$ cat src/rtl/trap_ctrl_pkg.sv
// Shared definitions for the ROB-side trap sequencer and its CSR-unit peer.
// Holds the state encoding, exception cause codes and the datapath widths.
package trap_ctrl_pkg;

    localparam int unsigned XLEN   = 32;
    localparam int unsigned PCW    = 30;
    localparam int unsigned CAUSEW = 5;

    typedef logic [2:0] trap_state_t;

    localparam trap_state_t ST_IDLE  = 3'd0;
    localparam trap_state_t ST_FLUSH = 3'd1;
    localparam trap_state_t ST_CSR   = 3'd2;
    localparam trap_state_t ST_REDIR = 3'd3;
    localparam trap_state_t ST_DRAIN = 3'd4;

    // Cause codes must stay in step with the CSR unit's mcause decode.
    localparam logic [CAUSEW-1:0] ECAUSE_INSN_MISALIGNED  = 5'd0;
    localparam logic [CAUSEW-1:0] ECAUSE_INSN_ACCESS      = 5'd1;
    localparam logic [CAUSEW-1:0] ECAUSE_ILLEGAL_INSN     = 5'd2;
    localparam logic [CAUSEW-1:0] ECAUSE_BREAKPOINT       = 5'd3;
    localparam logic [CAUSEW-1:0] ECAUSE_LOAD_MISALIGNED  = 5'd4;
    localparam logic [CAUSEW-1:0] ECAUSE_LOAD_ACCESS      = 5'd5;
    localparam logic [CAUSEW-1:0] ECAUSE_STORE_MISALIGNED = 5'd6;
    localparam logic [CAUSEW-1:0] ECAUSE_STORE_ACCESS     = 5'd7;
    localparam logic [CAUSEW-1:0] ECAUSE_ECALL_U          = 5'd8;
    localparam logic [CAUSEW-1:0] ECAUSE_ECALL_S          = 5'd9;
    localparam logic [CAUSEW-1:0] ECAUSE_ECALL_M          = 5'd11;

endpackage

$ cat src/rtl/trap_drain_ctr.sv
// 4-bit loadable down-counter with zero flag; times the post-redirect drain.
// Decrement saturates at zero so an overlong dec request cannot wrap.
module trap_drain_ctr (
    input  logic       clk,
    input  logic       rst,
    input  logic       load,
    input  logic [3:0] load_val,
    input  logic       dec,
    output logic       zero
);

    logic [3:0] count_q;

    always_ff @(posedge clk) begin
        if (rst) begin
            count_q <= 4'd0;
        end else if (load) begin
            count_q <= load_val;
        end else if (dec && (count_q != 4'd0)) begin
            count_q <= count_q - 4'd1;
        end
    end

    assign zero = (count_q == 4'd0);

endmodule

$ cat src/rtl/trap_ctrl.sv
// ROB-side trap sequencer: flush, hand exception record to CSR, redirect fetch, drain.
// All strobes decode from the state register; only redirect_addr is a gated tvec mux.
module trap_ctrl
    import trap_ctrl_pkg::*;
#(
    parameter int unsigned DRAIN_CYCLES = 2
) (
    input  logic              clk,
    input  logic              rst,
    input  logic              head_valid,
    input  logic              head_error,
    input  logic [CAUSEW-1:0] head_ecause,
    input  logic [PCW-1:0]    head_addr,
    input  logic [XLEN-1:0]   head_tval,
    output logic              rob_flush,
    output logic              rob_csr_valid,
    output logic [PCW-1:0]    rob_csr_epc,
    output logic [CAUSEW-1:0] rob_csr_ecause,
    output logic [XLEN-1:0]   rob_csr_tval,
    input  logic [PCW-1:0]    csr_tvec,
    output logic              redirect_valid,
    output logic [PCW-1:0]    redirect_addr,
    output logic              trap_busy
);

    localparam logic [3:0] DRAIN_LOAD = 4'(DRAIN_CYCLES - 1);

    trap_state_t       state_q, state_d;
    logic [PCW-1:0]    epc_q;
    logic [CAUSEW-1:0] cause_q;
    logic [XLEN-1:0]   tval_q;
    logic              drain_zero;
    logic              take_trap;

    // head_* only matter in IDLE; later heads belong to flushed instructions.
    assign take_trap = (state_q == ST_IDLE) && head_valid && head_error;

    always_comb begin
        state_d = state_q;
        case (state_q)
            ST_IDLE:  if (take_trap) state_d = ST_FLUSH;
            ST_FLUSH: state_d = ST_CSR;
            ST_CSR:   state_d = ST_REDIR;
            ST_REDIR: state_d = ST_DRAIN;
            ST_DRAIN: if (drain_zero) state_d = ST_IDLE;
            default:  state_d = ST_IDLE;
        endcase
    end

    always_ff @(posedge clk) begin
        if (rst) begin
            state_q <= ST_IDLE;
            epc_q   <= '0;
            cause_q <= '0;
            tval_q  <= '0;
        end else begin
            state_q <= state_d;
            if (take_trap) begin
                epc_q   <= head_addr;
                cause_q <= head_ecause;
                tval_q  <= head_tval;
            end
        end
    end

    trap_drain_ctr u_drain_ctr (
        .clk      (clk),
        .rst      (rst),
        .load     (state_q == ST_REDIR),
        .load_val (DRAIN_LOAD),
        .dec      (state_q == ST_DRAIN),
        .zero     (drain_zero)
    );

    assign rob_flush      = (state_q == ST_FLUSH);
    assign rob_csr_valid  = (state_q == ST_CSR);
    assign redirect_valid = (state_q == ST_REDIR);
    assign trap_busy      = (state_q != ST_IDLE);
    assign rob_csr_epc    = epc_q;
    assign rob_csr_ecause = cause_q;
    assign rob_csr_tval   = tval_q;
    // tvec is read a cycle after the CSR strobe, so any mtvec write has landed.
    assign redirect_addr  = (state_q == ST_REDIR) ? csr_tvec : '0;

endmodule
$ cat config.mk
export PLATFORM = sky130hd
export DESIGN_NAME = trap_ctrl
export DESIGN_NICKNAME = d
export VERILOG_FILES = /design/src/rtl/trap_ctrl_pkg.sv /design/src/rtl/trap_drain_ctr.sv /design/src/rtl/trap_ctrl.sv
export SDC_FILE = /design/constraint.sdc
export NUM_CORES = 1
export LEC_CHECK = 0
export CAP_MARGIN = 30
export CORE_AREA = 2 2 97 99
export DETAILED_ROUTE_END_ITERATION = 8
export DIE_AREA = 0 0 99 101
export PLACE_DENSITY = 0.78
export SYNTH_ARGS = -nofsm -noshare
export SYNTH_HDL_FRONTEND = slang
export SYNTH_SLANG_ARGS = --single-unit
$ cat constraint.sdc
create_clock -name clk -period 1.8 [get_ports clk]
set_input_delay 0.36 -clock clk [delete_from_list [all_inputs] [get_ports clk]]
set_output_delay 0.36 -clock clk [all_outputs]
set_load 0.01 [all_outputs]
* After elaboration in Yosys (flattened, before gate mapping)
Cells that the tools add are included.
Word-level totals: memories kept 0, latch bits 0, input port bits 101, memory bits (read-only) 0, flip-flop bits (word level) 74, word-level logic and storage cells 29, bits in writable memories 0, output and inout port bits 101
Operators by class: reduce and logical (&&, ||, !) cells 10, muxes and demuxes 6, div/mod/pow operators 0, magnitude comparators 0, $add $sub $neg 1, equal/unequal tests 6, multiply operators 0, shift operators 0, bitwise operators 0
Operators with widths (number):
- $mux W30 | 1
- $pmux W3 S5 | 1
- $eq A3 B2 Y1 const B | 2
- $mux W3 | 2
- $logic_not A4 Y1 | 1
- $ne A2 B2 Y1 const B | 2
- $reduce_bool A4 Y1 | 1
- $sub A4 B1 Y4 const B | 1
- $eq A3 B1 Y1 const B | 1
- $eq A3 B3 Y1 const B | 1
- $logic_and A1 B1 Y1 | 3
- $logic_not A3 Y1 | 1
- $reduce_bool A3 Y1 | 1
- $mux W1 | 2
- $reduce_and A2 Y1 | 1
- $reduce_bool A2 Y1 | 1
- $reduce_or A2 Y1 | 1

* Depth between registers and ports, before layout
Gate-level depths: netlist of the first run.
depth in word-level cells 5, depth in mapped cells 7, mapped depth without buffers 5

* Modules after synthesis
Synthesis of the first run repeated with hierarchy kept, for this count alone.
Unflattened totals: cell total of the unflattened synthesis 371, area total of the unflattened synthesis 3618.5 um^2
By module, submodules not included:
- trap_ctrl | area each 3355.7 um^2, cells an instance 342, instances 1, seq. area each 1401.3 um^2
- trap_drain_ctr | area each 262.8 um^2, cells an instance 29, instances 1, seq. area each 80.1 um^2

* Least setup slack after synthesis of the first run
No wires, ideal clock.
path type register -> output, from reg state_q[0], to out redirect_addr[10], buffers on the path 3, cell stages (with the launch flop) 6, data required time 1.440 ns, path slack 0.292 ns, data arrival time 1.148 ns, cells stage by stage dfxtp_1 buf_2 and3b_1 buf_6 clkbuf_1 and2_1
On the way: word-level cells in the longest chain between the ends 2
Ends and longest elaborated chain:
- start: declaration | line trap_ctrl.sv:28 | trap_state_t state_q, state_d;
- start signal: assignment | line trap_ctrl.sv:57 | state_q <= state_d;
- $eq A3 B2 Y1 | line trap_ctrl.sv:83 | assign redirect_addr = (state_q == ST_REDIR) ? csr_tvec : '0;
- $mux W30 | line trap_ctrl.sv:83
- end: declaration | line trap_ctrl.sv:22 | output logic [PCW-1:0] redirect_addr,
No other way between the ends.

* Final worst setup path of the first run
from reg state_q[2], to out redirect_addr[16]
The elaborated chain is that of the path after synthesis.

==> qor.yml, run 1 <==
clock_network:
  worstSkewPairLatency_ns: 0.32
  tritoncts: "yes"
  clk_path_buf_depth: 2
  cts_hold_buffers: 0
  clk_transition_reported_paths_ns: 0.07
  h_tree_level_count: 3
  cts_sinks: 74
  cts-buffers-inserted: 9
  cts_root_buffer: "sky130_fd_sc_hd__clkbuf_8"
route:
  starting_drc_count_in_detailed_routing: 93
  final_antenna_net_count: 0
  detailroute.via_count: 3518
  post-route-drc-count: 0
  drt-wirelength-per-cell_um: 16.1
  via_per_inst: 5.11
  detailed_routing_iterations_pass_1: 4
  routed_wl_um: 11100
place:
  finalWeightedCongestion: 0.780
  dpl_cell_area_sq_um: 5220
  detailedPlacementHpwl_um: 7550
  place.port_buffers: 201
layout:
  most-common-layout-cells: "166 x sky130_fd_sc_hd__clkdlybuf4s50_1, 73 x sky130_fd_sc_hd__dfxtp_1, 70 x sky130_fd_sc_hd__a21oi_1"
  final_cell_area_sq_um: 5580
  insertedDiodeCount: 0
  nFillCells: 794
  nNetsFinal: 676
  post_route_cells_drive_above_1_share_pct: 17.3
  most_common_cell_after_layout_fill_and_taps_aside: "sky130_fd_sc_hd__clkdlybuf4s50_1"
  final_core_utilization_pct: 62.1
  syn_to_final_growth_pct: 78.0
pwr:
  powerDensity_nw_per_um2: 728
  p_leak_nw: 2.08
  report.power.total_mw: 4.06
  ir_drop_mv: 0.406
critical_path:
  crit_required_ns: 1.44
  worst-r2r-setup-slack_ns: 0.20
  worst_r2r_endpoint: "rob_csr_epc[12]$_SDFFE_PP0P_"
  category_of_the_critical_setup_timing_path: "reg2out"
  slowest_stage_cell_crit_path: "sky130_fd_sc_hd__and3b_2"
  worst_path_most_repeated_cell: "sky130_fd_sc_hd__buf_6"
  critical_path.top_delay_family: "simple AND/OR/NAND/NOR gates"
  crit_path_max_incr_delay_ns: 0.37
  worst_r2r_startpoint: "state_q[1]$_SDFFE_PP0P_"
  crit_chain: "and3b_2 -> buf_6 -> buf_6 -> and2_4 -> buf_6"
  worst-r2r-cell-count: 6
  crit_path_start_kind: "register"
  kind_of_end_point_of_the_critical_path: "primary output"
  worst-endpoint-arrival_ns: 1.48
  cp.buffers_inverters: 3
  worstPathMaxFanout: 7
yosys:
  syn_avg_cell_area_sq_um: 8.22
  syn_nets: 483
  netlist-cell-type-count: 30
  synthFlopType: "sky130_fd_sc_hd__dfxtp_1"
  yosysWarningCount: 0
  synth_async_sr_flop_share_pct: 0
  yosysSeqAreaShare_pct: 47.3
  area_of_the_mapped_netlist_sq_um: 3130
  synth-edff-count: 0
  synth-seq-cells: 74
  syn_inst: 381
outcome:
  violations: "setup timing"
  status: "finished with violations"
timing:
  clock_skew_ns: 0.00829
  timing.final.setup_violations: 5
  timing.final.max_slew_violations: 0
  period_share_pct: 102
  finalHoldViolations: 0
  max_slew.worst_pin.slew_ns: 0.601
  whs_ns: 0.457
  rsz_0062_raised_after_global_routing: "yes"
  slew-limit-headroom_pct: 59.9
  final.setup.worst_slack_ns: -0.0431
  max_clock_freq_mhz: 543
  fin_crit_ns: 1.84
grt:
  number_of_antenna_violations_at_the_first_check_in_global_routing: 0
  overflow: 0
  grt_pass1_wl_um: 17300
  pin_count_of_the_biggest_net_entering_global_routing: 68
  grt_pass1_vias: 3438
  grt_usage_pct: 21.2
hold_path:
  worst_hold_path_type: "in2reg"
  min_from: "rst"
  hold_path_depth: 2
  min_to: "state_q[2]$_SDFFE_PP0P_"
run:
  max-cap-violations: 0
die:
  dieWidth_um: 99
  pin_count: 202
  design.die.area_sq_um: 10000
  num_rows: 35
  dieHeight_um: 101
  floorplan.initialDensity_pct: 34.9
  placeableCoreArea_sq_um: 8980
-- cell families after synthesis --
family	count (synthesis)	share of synthesized area (%)
buffers and inverters	47	7.63
and+or+nand+nor	117	21.3
muxes	1	0.359
AOI/OAI and AO/OA	140	22.7
DFF	74	47.3
adders and majority gates	1	0.399
xor gates and xnor gates	1	0.280
-- Yosys cell counts (2+ instances only) --
cell	instances	area share [%]
sky130_fd_sc_hd__dfxtp_1	74	47
sky130_fd_sc_hd__a21oi_1	70	11
sky130_fd_sc_hd__nand3_1	68	11
sky130_fd_sc_hd__o21ai_0	48	7.7
sky130_fd_sc_hd__and2_1	31	6.2
sky130_fd_sc_hd__clkbuf_1	26	3.1
sky130_fd_sc_hd__o21ai_1	19	3.0
sky130_fd_sc_hd__buf_2	11	1.8
sky130_fd_sc_hd__buf_6	6	2.2
sky130_fd_sc_hd__nor3_1	4	0.64
sky130_fd_sc_hd__nor3b_1	3	0.72
sky130_fd_sc_hd__inv_1	2	0.24
sky130_fd_sc_hd__nor2_1	2	0.24
-- registers in the layout, indices dropped and copies added, names as in the netlist --
register	cells
u_drain_ctr.count_q	4
rob_csr_epc	30
rob_csr_tval	32
rob_csr_ecause	5
state_q	3
-- power breakdown --
| group | total, mW | switching [mW] | internal (mW) |
|---|---|---|---|
| Sequential | 1.76 | 0.0394 | 1.72 |
| Combinational | 0.924 | 0.437 | 0.487 |
| Clock | 1.37 | 0.568 | 0.803 |
| Total | 4.06 | 1.04 | 3.01 |
-- through the flow --
stage / TNS [ns] / cells / setup slack (ns)
after CTS: -0.582 / 690 / -0.0631
final: -0.186 / 688 / -0.0431
after floorplan: 0 / 381 / 0.292
after detailed placement: -0.775 / 664 / -0.0921
after global placement: -0.528 / 664 / -0.0841
after global routing: -1.25 / 688 / -0.106
-- area by class of cell --
class                   instances  area [sq um]  share of cell area, %
well taps                     111           139                   2.49
inverters                       3          11.3                  0.202
multi-input cells             260          1470                   26.4
flip-flops and latches         74          1480                   26.6
clock inverters                 3          65.1                   1.17
clock buffers                  11           141                   2.53
repair buffers                226          2270                   40.6
-- routing by layer --
layer	track usage, %	vias to the layer above	routed length [um]
met5	0	-	0
met4	5.58	0	128
met3	5.89	14	769
met2	36.2	118	5620
met1	26.4	1664	4550
li1	-	1722	-
-- timing repair --
item / in CTS / in global routing
setup endpoints to repair: 34 / 32
pin swaps: 6 / 18
hold endpoints to repair: 0 / 0
resized for setup: 146 / 44
gates cloned: 4 / 0
buffers inserted: 8 / 1
-- worst max path at each step --
stage | from | to | slack [ns] | cells after the start
floorplan | state_q[0]$_SDFFE_PP0P_ | redirect_addr[10] | 0.29 | 5
global placement | csr_tvec[6] | redirect_addr[6] | -0.08 | 3
detailed placement | csr_tvec[6] | redirect_addr[6] | -0.09 | 3
CTS | state_q[2]$_SDFFE_PP0P_ | redirect_addr[18] | -0.06 | 5
global route | state_q[2]$_SDFFE_PP0P_ | redirect_addr[21] | -0.11 | 5
finish | state_q[2]$_SDFFE_PP0P_ | redirect_addr[16] | -0.04 | 5
Power figures use the tool's default switching activity.
==> run 2: changes to the inputs <==
Settings changed: CTS_CLUSTER_SIZE set to 12.
==> results of run 2 <==
The final DEF is identical to that of run 1; final timing and power are the same.
